### src/rtl/tdm_pkg.sv
// Shared types and helpers for the TDM receive demultiplexer.
package tdm_pkg;

    typedef enum logic {
        HUNT = 1'b0,
        LOCK = 1'b1
    } tdm_state_e;

    localparam int unsigned NCH_DEFAULT = 8;

    // Bit offset of channel k inside a flat bank of w-bit samples.
    function automatic int unsigned ch_offset(input int unsigned k, input int unsigned w);
        return k * w;
    endfunction

endpackage

### src/rtl/tdm_slot_counter.sv
// Slot index counter: wraps NCH-1 -> 0, can be cleared or loaded to 1 for realignment.
module tdm_slot_counter #(
    parameter int unsigned NCH   = 8,
    parameter int unsigned SEL_W = $clog2(NCH)
) (
    input  logic             clk,
    input  logic             rst_n,
    input  logic             clr_i,
    input  logic             load1_i,
    input  logic             inc_i,
    output logic [SEL_W-1:0] cnt_o,
    output logic             tc_o
);

    logic [SEL_W-1:0] cnt_q, cnt_d;

    assign tc_o  = (cnt_q == SEL_W'(NCH - 1));
    assign cnt_o = cnt_q;

    // Next count: clear wins over realign, realign wins over increment.
    always_comb begin
        cnt_d = cnt_q;
        if (clr_i) begin
            cnt_d = '0;
        end else if (load1_i) begin
            cnt_d = SEL_W'(1);
        end else if (inc_i) begin
            cnt_d = tc_o ? '0 : cnt_q + SEL_W'(1);
        end
    end

    // Count register.
    always_ff @(posedge clk or negedge rst_n) begin
        if (!rst_n) begin
            cnt_q <= '0;
        end else begin
            cnt_q <= cnt_d;
        end
    end

endmodule

### src/rtl/tdm_demux_1x8.sv
// TDM receive demux: gathers one frame of samples in a shadow bank and
// publishes it to the channel outputs atomically when the frame completes.
module tdm_demux_1x8
    import tdm_pkg::*;
#(
    parameter  int unsigned W     = 1,
    parameter  int unsigned NCH   = NCH_DEFAULT,
    localparam int unsigned SEL_W = $clog2(NCH)
) (
    input  logic               clk,
    input  logic               rst_n,
    input  logic [W-1:0]       din,
    input  logic               din_valid,
    input  logic               frame_sync,
    output logic [NCH*W-1:0]   ch_data,
    output logic               frame_valid,
    output logic               sync_err,
    output logic               locked,
    output logic [SEL_W-1:0]   slot
);

    tdm_state_e       state_q, state_d;
    logic [NCH*W-1:0] shadow_q, shadow_d;
    logic [NCH*W-1:0] ch_data_q, ch_data_d;
    logic             frame_valid_q, sync_err_q;

    logic [SEL_W-1:0] slot_w;
    logic [SEL_W-1:0] wr_idx;
    logic             slot_tc;
    logic             wr_en, wr_ch0;
    logic             ctr_clr, ctr_load1, ctr_inc;
    logic             err_set, frame_done;

    tdm_slot_counter #(
        .NCH   (NCH),
        .SEL_W (SEL_W)
    ) u_slot (
        .clk     (clk),
        .rst_n   (rst_n),
        .clr_i   (ctr_clr),
        .load1_i (ctr_load1),
        .inc_i   (ctr_inc),
        .cnt_o   (slot_w),
        .tc_o    (slot_tc)
    );

    // FSM state register.
    always_ff @(posedge clk or negedge rst_n) begin
        if (!rst_n) begin
            state_q <= HUNT;
        end else begin
            state_q <= state_d;
        end
    end

    // FSM next state: only accepted samples move the FSM.
    always_comb begin
        state_d = state_q;
        if (din_valid) begin
            case (state_q)
                HUNT:    if (frame_sync) state_d = LOCK;
                LOCK:    if (!frame_sync && (slot_w == '0)) state_d = HUNT;
                default: state_d = HUNT;
            endcase
        end
    end

    // FSM outputs: shadow writes, counter controls and pulse requests.
    always_comb begin
        wr_en      = 1'b0;
        wr_ch0     = 1'b0;
        ctr_clr    = 1'b0;
        ctr_load1  = 1'b0;
        ctr_inc    = 1'b0;
        err_set    = 1'b0;
        frame_done = 1'b0;
        if (din_valid) begin
            case (state_q)
                HUNT: begin
                    if (frame_sync) begin
                        wr_en     = 1'b1;
                        wr_ch0    = 1'b1;
                        ctr_load1 = 1'b1;
                    end
                end
                LOCK: begin
                    if (frame_sync) begin
                        // Sync always restarts the frame; it is an error only mid-frame.
                        wr_en     = 1'b1;
                        wr_ch0    = 1'b1;
                        ctr_load1 = 1'b1;
                        err_set   = (slot_w != '0);
                    end else if (slot_w == '0) begin
                        err_set = 1'b1;
                        ctr_clr = 1'b1;
                    end else begin
                        wr_en      = 1'b1;
                        ctr_inc    = 1'b1;
                        frame_done = slot_tc;
                    end
                end
                default: ;
            endcase
        end
    end

    assign wr_idx = wr_ch0 ? '0 : slot_w;

    // Shadow bank update; the output bank takes the shadow including the final sample.
    always_comb begin
        shadow_d = shadow_q;
        if (wr_en) begin
            shadow_d[ch_offset(32'(wr_idx), W) +: W] = din;
        end
        ch_data_d = frame_done ? shadow_d : ch_data_q;
    end

    // Datapath and pulse registers.
    always_ff @(posedge clk or negedge rst_n) begin
        if (!rst_n) begin
            shadow_q      <= '0;
            ch_data_q     <= '0;
            frame_valid_q <= 1'b0;
            sync_err_q    <= 1'b0;
        end else begin
            shadow_q      <= shadow_d;
            ch_data_q     <= ch_data_d;
            frame_valid_q <= frame_done;
            sync_err_q    <= err_set;
        end
    end

    assign ch_data     = ch_data_q;
    assign frame_valid = frame_valid_q;
    assign sync_err    = sync_err_q;
    assign locked      = (state_q == LOCK);
    assign slot        = slot_w;

endmodule

### config.mk
export PLATFORM = sky130hd
export DESIGN_NAME = tdm_demux_1x8
export DESIGN_NICKNAME = d
export VERILOG_FILES = /design/src/rtl/tdm_pkg.sv /design/src/rtl/tdm_slot_counter.sv /design/src/rtl/tdm_demux_1x8.sv
export SDC_FILE = /design/constraint.sdc
export NUM_CORES = 1
export LEC_CHECK = 0
export CORE_AREA = 2 2 52 54
export CTS_BUF_LIST = sky130_fd_sc_hd__clkbuf_2 sky130_fd_sc_hd__clkbuf_4 sky130_fd_sc_hd__clkbuf_8
export DETAILED_ROUTE_END_ITERATION = 8
export DIE_AREA = 0 0 54 56
export PLACE_DENSITY = 0.72
export SYNTH_ARGS = -nofsm -noshare
export SYNTH_HDL_FRONTEND = slang
export SYNTH_SLANG_ARGS = --single-unit
### constraint.sdc
create_clock -name clk -period 2.3 [get_ports clk]
set_input_delay 0.69 -clock clk [delete_from_list [all_inputs] [get_ports clk]]
set_output_delay 0.69 -clock clk [all_outputs]
set_load 0.005 [all_outputs]
Word level (Yosys, flattened, before mapping):

Index checks and enable logic that the tools add are counted.
W data, S select, Z words.

* register bits after elaboration: 22
* logic and storage cells: 46
* output and inout port bits: 14
* bits of input ports: 5

* mux-type cells: 29
* add/sub/neg operators: 2
* shifts and indexed selects: 2
* eq/ne operators: 1
* reductions and logical operators: 5
* bitwise logic cells: 1

Operators with widths (number)
* $neg A3 Y34: 1
* $shift A1 B34 Y8 const A: 1
* $shiftx A1 B34 Y8: 1
* $mux W1: 20
* $mux W3: 5
* $bwmux W8: 1
* $mux W8: 1
* $reduce_bool A3 Y1: 2
* $pmux W1 S2: 2
* $add A3 B1 Y3 const B: 1
* $eq A3 B3 Y1 const B: 1
* $logic_not A3 Y1: 1
* $logic_and A1 B1 Y1: 1
* $logic_not A1 Y1: 1
* $not A1 Y1: 1

Longest topological paths before layout:

Gate-level depths: netlist of run 1.

* depth in word-level cells: 8
* depth in mapped cells: 10
* mapped depth without buffers: 9

Hierarchy:

A second synthesis of run 1 with hierarchy kept.

* cells, all modules: 116
* area total of the unflattened synthesis: 1216.2 um^2

By module, submodules not included
* tdm_demux_1x8: seq. area each 475.5 um^2, cells each 103, instances 1, area each 1061.0 um^2
* tdm_slot_counter: seq. area each 75.1 um^2, cells each 13, instances 1, area each 155.1 um^2

Worst setup path before layout of run 1:

No wires, ideal clock.

* path kind: input -> register
* from: input frame_sync
* to: register ch_data_q[4], in the netlist ch_data[4]
* stages on the path: 8
* library setup time: 0.125 ns
* path buffers: 0
* data arrival time: 2.514 ns
* setup slack: -0.339 ns
* data required time: 2.175 ns
* path through: nand2_1 -> nand2_1 -> ha_1 -> ha_1 -> or3_1 -> nor4_2 -> mux2_2 -> mux2_2

* cells in the longest elaborated chain, start to end: 7
* elaborated cells on any way between the ends: 14
* classes of those cells: 1 x add/sub; 2 x shift; 11 x mux

Ends and longest elaborated chain
* from (decl): RTL line tdm_demux_1x8.sv:14 `input logic frame_sync,`
* $mux W1: RTL line tdm_demux_1x8.sv:80, tdm_demux_1x8.sv:87
* $mux W1: RTL line tdm_demux_1x8.sv:77 `if (din_valid) begin`
* $mux W3: RTL line tdm_demux_1x8.sv:107 `assign wr_idx = wr_ch0 ? '0 : slot_w;`
* $neg A3 Y34: RTL line tdm_demux_1x8.sv:113 `shadow_d[ch_offset(32'(wr_idx), W) +: W] = din;`
* $shiftx A1 B34 Y8 / $shift A1 B34 Y8 (equally long branches): RTL line tdm_demux_1x8.sv:113
* $bwmux W8: RTL line tdm_demux_1x8.sv:113
* $mux W8 (*): RTL line tdm_demux_1x8.sv:112 `if (wr_en) begin`
* via shadow_d[4]: RTL line tdm_demux_1x8.sv:23 `logic [NCH*W-1:0] shadow_q, shadow_d;`
* to (signal assigned): RTL line tdm_demux_1x8.sv:127 `ch_data_q <= ch_data_d;`
* to (decl): RTL line tdm_demux_1x8.sv:24 `logic [NCH*W-1:0] ch_data_q, ch_data_d;`

Mark *: on every way through the listed nets, which the timed path passes. The rest lies on a longest branch.
A chain may end at the register's enable or synchronous reset.

Worst setup path after layout of run 1:

* from: input din_valid
* to: register ch_data_q[4], in the netlist ch_data[4]

* cells in the longest elaborated chain, start to end: 6
* elaborated cells on any way between the ends: 9
* classes of those cells: 1 x add/sub; 2 x shift; 6 x mux

Ends and longest elaborated chain
* from (decl): RTL line tdm_demux_1x8.sv:13 `input logic din_valid,`
* $mux W1: RTL line tdm_demux_1x8.sv:77
* $mux W3: RTL line tdm_demux_1x8.sv:107
* $neg A3 Y34: RTL line tdm_demux_1x8.sv:113
* $shiftx A1 B34 Y8 / $shift A1 B34 Y8 (equally long branches): RTL line tdm_demux_1x8.sv:113
* $bwmux W8: RTL line tdm_demux_1x8.sv:113
* $mux W8 (*): RTL line tdm_demux_1x8.sv:112
* via shadow_d[4]: RTL line tdm_demux_1x8.sv:23

Marks and branches as above.

==> results of run 1 <==
==> per-layer routing <==
metal	part of all wire, %	vias up	track usage, %
met5	0	-	0
met4	1.4	0	6.43
met3	3.0	5	3.76
met2	48	17	28.0
met1	47	445	29.5
li1	-	434	-
==> metrics by stage <==
step / std cells / util (%) / total power (uW)
2_1_floorplan: 98 / - / 1110
3_3_place_gp: 160 / 65.4 / 1450
3_5_place_dp: 160 / 65.4 / 1480
4_1_cts: 164 / 68.0 / 1820
5_1_grt: 167 / 71.9 / 2060
6_report: 167 / 71.9 / 1920
==> final timing paths <==
path                            depth (start not counted)           to
worst max-delay path                                    9   ch_data[4]
worst min register to register                          1  shadow_q[5]
worst min-delay path                                    1  shadow_q[5]
worst max register to register                          8   ch_data[4]
max in group asynchronous                               2  shadow_q[1]
min in group asynchronous                               2  frame_valid
==> power by group through the flow <==
stage | Sequential [uW] | Clock (uW) | Combinational (uW)
final | 589 | 306 | 1030
after global routing | 606 | 325 | 1130
after CTS | 582 | 310 | 923
after detailed placement | 587 | 0 | 895
after global placement | 577 | 0 | 872
after floorplan | 591 | 0 | 518
==> flip-flops by register name, summed over array words and instances, names as in the netlist <==
name          cells
ch_data           8
shadow_q          8
u_slot.cnt_o      3
frame_valid       1
locked            1
sync_err          1
==> area by class of cell <==
type,count,share of cell area (%)
Clock inverter,1,1.72
Sequential cell,22,31.5
Clock buffer,3,1.29
Inverter,4,0.858
Multi-Input combinational cell,69,42.6
Timing Repair Buffer,38,20.0
Tap cell,30,2.15
==> worst max-delay path: stages <==
cell     delay [ps]
buf_6           110
nand2_8          80
nand2_4          60
ha_4            160
ha_4            150
or3_4           390
nor4_4          300
mux2_4          330
mux2_4          260
==> synth_stat cells, types with 2 or more instances <==
master    count  area, sq um
buf_2         3         15.0
nor2_1        7         26.3
and4_1        2         17.5
nand2b_1      2         12.5
mux2_4        7          105
ha_1          7         87.6
mux2_2       10          113
dfrtp_1      22          551
a21oi_1       5         25.0
nor3_1        2         10.0
nand3_1       3         15.0
inv_1         4         15.0
nand2_1       5         18.8
nand3b_1      2         15.0
==> cells by family (layout without fill, tap and decap cells) <==
kind of cell | count (synthesis) | count (layout) | share of synthesized area, %
AO/OA/AOI/OAI | 9 | 9 | 4.47
AND/OR/NAND/NOR | 35 | 35 | 19.4
adder cells (fa/ha/maj) | 7 | 7 | 7.45
buffers and inverters | 7 | 46 | 2.55
flip-flops | 22 | 22 | 46.8
multiplexers | 18 | 18 | 19.4
==> what timing repair did <==
action	4_1_cts	5_1_grt
gates cloned	0	0
setup buffers	0	3
pin swaps	4	8
endpoints found under the setup margin	15	7
resized for setup	12	17
hold buffers	0	0
==> impl_metrics.env, run 1 <==
export IMPL_mostFrequentLayoutCells="dfrtp_1, buf_4, clkdlybuf4s50_1, mux2_4"
export IMPL_p_switching_uw=644
export IMPL_worst_slack_ps=-24.4
export IMPL_drive_gt1_share_pct=46.7
export IMPL_finalInstanceArea_sq_um=1750
export IMPL_ys_types=31
export IMPL_syn_area_per_cell_sq_um=12.0
export IMPL_firstDrtPassIters=4
export IMPL_grt_max_degree=23
export IMPL_vias=901
export IMPL_fmax_ghz=0.430
export IMPL_core_area_sq_um=2430
export IMPL_min_period_ps=2320
export IMPL_multi_input_comb_area_sq_um=744
export IMPL_first_global_vias=873
export IMPL_grt_pass1_wl_mm=4.31
export IMPL_rsz0062_at_grt="yes"
export IMPL_drt_wl_total_mm=2.69
export IMPL_clk_pin_slew_ps=120
export IMPL_gp_congestion=0.765
export IMPL_cp_end_kind="register"
export IMPL_min_from="shadow_q[5]"
export IMPL_cts_tree="built"
export IMPL_hold_violations=0
export IMPL_synth_cells=98
export IMPL_ys_warn_count=0
export IMPL_gr_usage_all_layers_pct=19.6
export IMPL_synthArstFlopShare_pct=100
export IMPL_reg2reg_from="u_slot.cnt_o[0]"
export IMPL_ys_seq_elements=22
export IMPL_worst_r2r_setup_slack_ps=10
export IMPL_clockPowerShare_pct=15.9
export IMPL_ir_worst_vdd_v=0.000748
export IMPL_cp_startpoint="din_valid"
export IMPL_h_tree_depth=1
export IMPL_synthFlopType="dfrtp_1"
export IMPL_ant_nets=0
export IMPL_power_density_nw_per_um2=1100
export IMPL_drt_initial_drc_count=15
export IMPL_p_comb_share_pct=53.5
export IMPL_fin_skew_ps=14.1
export IMPL_violations="negative setup slack"
export IMPL_cts_root_buffer="clkbuf_4"
export IMPL_maxCapViolCount=0
export IMPL_dpl_instance_area_sq_um=1590
export IMPL_worst_slew_pin_slew_ps=329
export IMPL_portBuffers=18
export IMPL_switching_share_pct=33.5
export IMPL_die_x_um=54
export IMPL_final_common_cell="dfrtp_1"
export IMPL_die_area_sq_um=3020
export IMPL_hold_class="reg2reg"
export IMPL_cts_buffer_depth=2
export IMPL_io_pins=19
export IMPL_wl_per_cell_um=16.1
export IMPL_outcome="finished with violations"
export IMPL_slew_headroom_pct=78.0
export IMPL_p_leak_uw=0.000785
export IMPL_startpoint_type="input pin"
export IMPL_worst_path_max_fanout=4
export IMPL_synth_seq_area_share_pct=46.8
export IMPL_cp_data_required_time_ps=2510
export IMPL_netlist_area_sq_um=1180
export IMPL_via_per_inst=5.40
export IMPL_diodes=0
export IMPL_initial_core_util_pct=48.4
export IMPL_internal_power_uw=1280
export IMPL_setup_violations=1
export IMPL_die_h_um=56
export IMPL_place_hpwl_mm=1.89
export IMPL_numCtsBuffers=3
export IMPL_setup_tns_final_ps=-24.4
export IMPL_fin_hold_ws_ps=512
export IMPL_fin_crit_sh_pct=101
export IMPL_clk_latency_ps=330
export IMPL_fillers=170
export IMPL_crit_type="in2reg"
export IMPL_syn_nets=110
export IMPL_drv_slew=0
export IMPL_synth_edf_count=0
export IMPL_pwr_share_seq_pct=30.6
export IMPL_std_cell_rows=18
export IMPL_cts_sinks=22
export IMPL_grt_ovfl_total=0
export IMPL_antenna_found_initial=0
export IMPL_post_place_ws_ps=-828
export IMPL_drcViolationCount=0
export IMPL_nNetsFinal=150
export IMPL_area_growth_pct=48.7
export IMPL_register_area_sq_um=551
export IMPL_cp_arrival_ps=2540
Note: power is estimated with default switching activity, not from simulation.
==> run 2: changes to the inputs <==
==> constraint.sdc (replaced) <==
create_clock -name clk -period 2.3 [get_ports clk]
set_input_delay 0.69 -clock clk [delete_from_list [all_inputs] [get_ports clk]]
set_output_delay 0.69 -clock clk [all_outputs]
set_load 0.01 [all_outputs]
==> run 2 against run 1 <==
Compared with the run above:
- the flow now finishes without violations
- clock skew down 10 ps
- worst setup slack better by 28 ps
- maximum frequency grew 1.2%
- design area increased by 1.5%
- sequential share of layout area fell by 0.32 points
- combinational power increased by 6%
- sequential power up 3%
- register-to-register slack improved by 20 ps
- clock power shrank 32%
- clock-buffer cell count increased by 1
- largest cell class unchanged
==> impl_metrics.env, run 2 (synthesis results as in run 1) <==
export IMPL_fin_hold_ws_ps=507
export IMPL_grt_ovfl_total=0
export IMPL_cts_root_buffer="clkbuf_4"
export IMPL_startpoint_type="input pin"
export IMPL_drt_initial_drc_count=3
export IMPL_clk_latency_ps=300
export IMPL_wl_per_cell_um=15.3
export IMPL_portBuffers=18
export IMPL_vias=918
export IMPL_drive_gt1_share_pct=48.3
export IMPL_cts_buffer_depth=2
export IMPL_drt_wl_total_mm=2.65
export IMPL_outcome="finished, final reports clean"
export IMPL_cp_end_kind="register"
export IMPL_grt_pass1_wl_mm=4.25
export IMPL_cp_data_required_time_ps=2500
export IMPL_io_pins=19
export IMPL_hold_violations=0
export IMPL_antenna_found_initial=0
export IMPL_diodes=0
export IMPL_worst_slew_pin_slew_ps=363
export IMPL_place_hpwl_mm=1.90
export IMPL_core_area_sq_um=2430
export IMPL_h_tree_depth=1
export IMPL_worst_slack_ps=3.88
export IMPL_crit_type="in2reg"
export IMPL_cts_hold_buf=0
export IMPL_post_place_ws_ps=-793
export IMPL_maxCapViolCount=0
export IMPL_std_cell_rows=18
export IMPL_fin_crit_sh_pct=99.8
export IMPL_drv_slew=0
export IMPL_min_period_ps=2300
export IMPL_wl_met2_mm=1.29
export IMPL_met1Wirelength_mm=1.22
export IMPL_cts_tree="built"
export IMPL_p_leak_uw=0.000821
export IMPL_cts_sinks=22
export IMPL_firstDrtPassIters=4
export IMPL_area_growth_pct=51.0
export IMPL_hold_class="reg2reg"
export IMPL_ir_worst_vdd_v=0.000674
export IMPL_setup_violations=0
export IMPL_dr_wl_met3_um=109
export IMPL_first_global_vias=954
export IMPL_gr_usage_all_layers_pct=19.1
export IMPL_nNetsFinal=156
export IMPL_die_area_sq_um=3020
export IMPL_gp_congestion=0.807
export IMPL_drcViolationCount=0
export IMPL_mostFrequentLayoutCells="buf_4, dfrtp_1, clkdlybuf4s50_1, mux2_4, nor2_1"
export IMPL_worst_path_max_fanout=4
export IMPL_die_x_um=54
export IMPL_top_layer="met4"
export IMPL_slew_headroom_pct=75.8
export IMPL_final_common_cell="buf_4"
export IMPL_numCtsBuffers=3
export IMPL_initial_core_util_pct=48.4
export IMPL_power_density_nw_per_um2=1070
export IMPL_cp_arrival_ps=2500
export IMPL_fmax_ghz=0.436
export IMPL_ant_nets=0
export IMPL_clk_pin_slew_ps=110
export IMPL_die_h_um=56
export IMPL_rsz0062_at_grt="yes"
export IMPL_via_per_inst=5.31
export IMPL_grt_max_degree=23
export IMPL_fin_skew_ps=3.78
run 2: cell types whose count changed in the layout (fill, tap and decap cells not counted), moves of 2 or more:
| cell | delta |
|---|---|
| mux2_2 | -2 |
| dfrtp_2 | +2 |
| dfrtp_1 | -2 |
| mux2_4 | +2 |
| nand3_2 | -2 |
| nand3_1 | +2 |
| buf_4 | +5 |
run 2: metrics by stage:
step	util, %	area, sq um	std cells	power (uW)	TNS [ps]
after detailed placement	67.5	1640	165	1570	-9150
after global placement	67.5	1640	165	1540	-8690
after global routing	73.0	1780	173	2030	-31.5
after floorplan	-	1270	98	1160	-263
final	73.0	1780	173	1900	0
after CTS	71.1	1730	171	1840	0
run 2: final timing paths:
| check | from | end | slack, ps | cells past startpoint |
|---|---|---|---|---|
| setup reg to reg | u_slot.cnt_o[1] | ch_data[4] | 30 | 8 |
| setup / recovery | din_valid | ch_data[4] | 4 | 9 |
| min in group asynchronous | rst_n | locked | 710 | 2 |
| hold reg to reg | shadow_q[7] | shadow_q[7] | 510 | 1 |
| hold / removal | shadow_q[7] | shadow_q[7] | 510 | 1 |
| max in group asynchronous | rst_n | u_slot.cnt_o[2] | 1350 | 2 |
run 2: final cells by class:
cell class | instances | area, sq um
inverters | 4 | 15.0
repair buffers | 44 | 398
fillers | 177 | 657
flip-flops and latches | 22 | 553
well taps | 30 | 37.5
multi-input cells | 69 | 736
clock buffers | 4 | 36.3
run 2: power by group:
part           total, uW  switching, uW  internal, uW
logic               1090            448           638
clock network        207            110          96.7
registers            605           96.1           509
run 2: routing by layer:
metal,vias up,global-route usage [%]
met5,-,0
met4,0,5.00
met3,4,5.38
met2,18,30.3
met1,456,25.2
li1,440,-
run 2: repair_timing:
item | 4_1_cts | 5_1_grt
pin swaps | 9 | 2
gates resized for setup | 18 | 9
setup endpoints to repair | 15 | 8
buffers inserted | 2 | 2
run 2: critical path, cell delays in order:
cell     delay (ps)
buf_6           110
nand2_8          80
nand2_4          60
ha_4            160
ha_4            150
or3_4           390
nor4_4          260
mux2_4          340
mux2_4          260
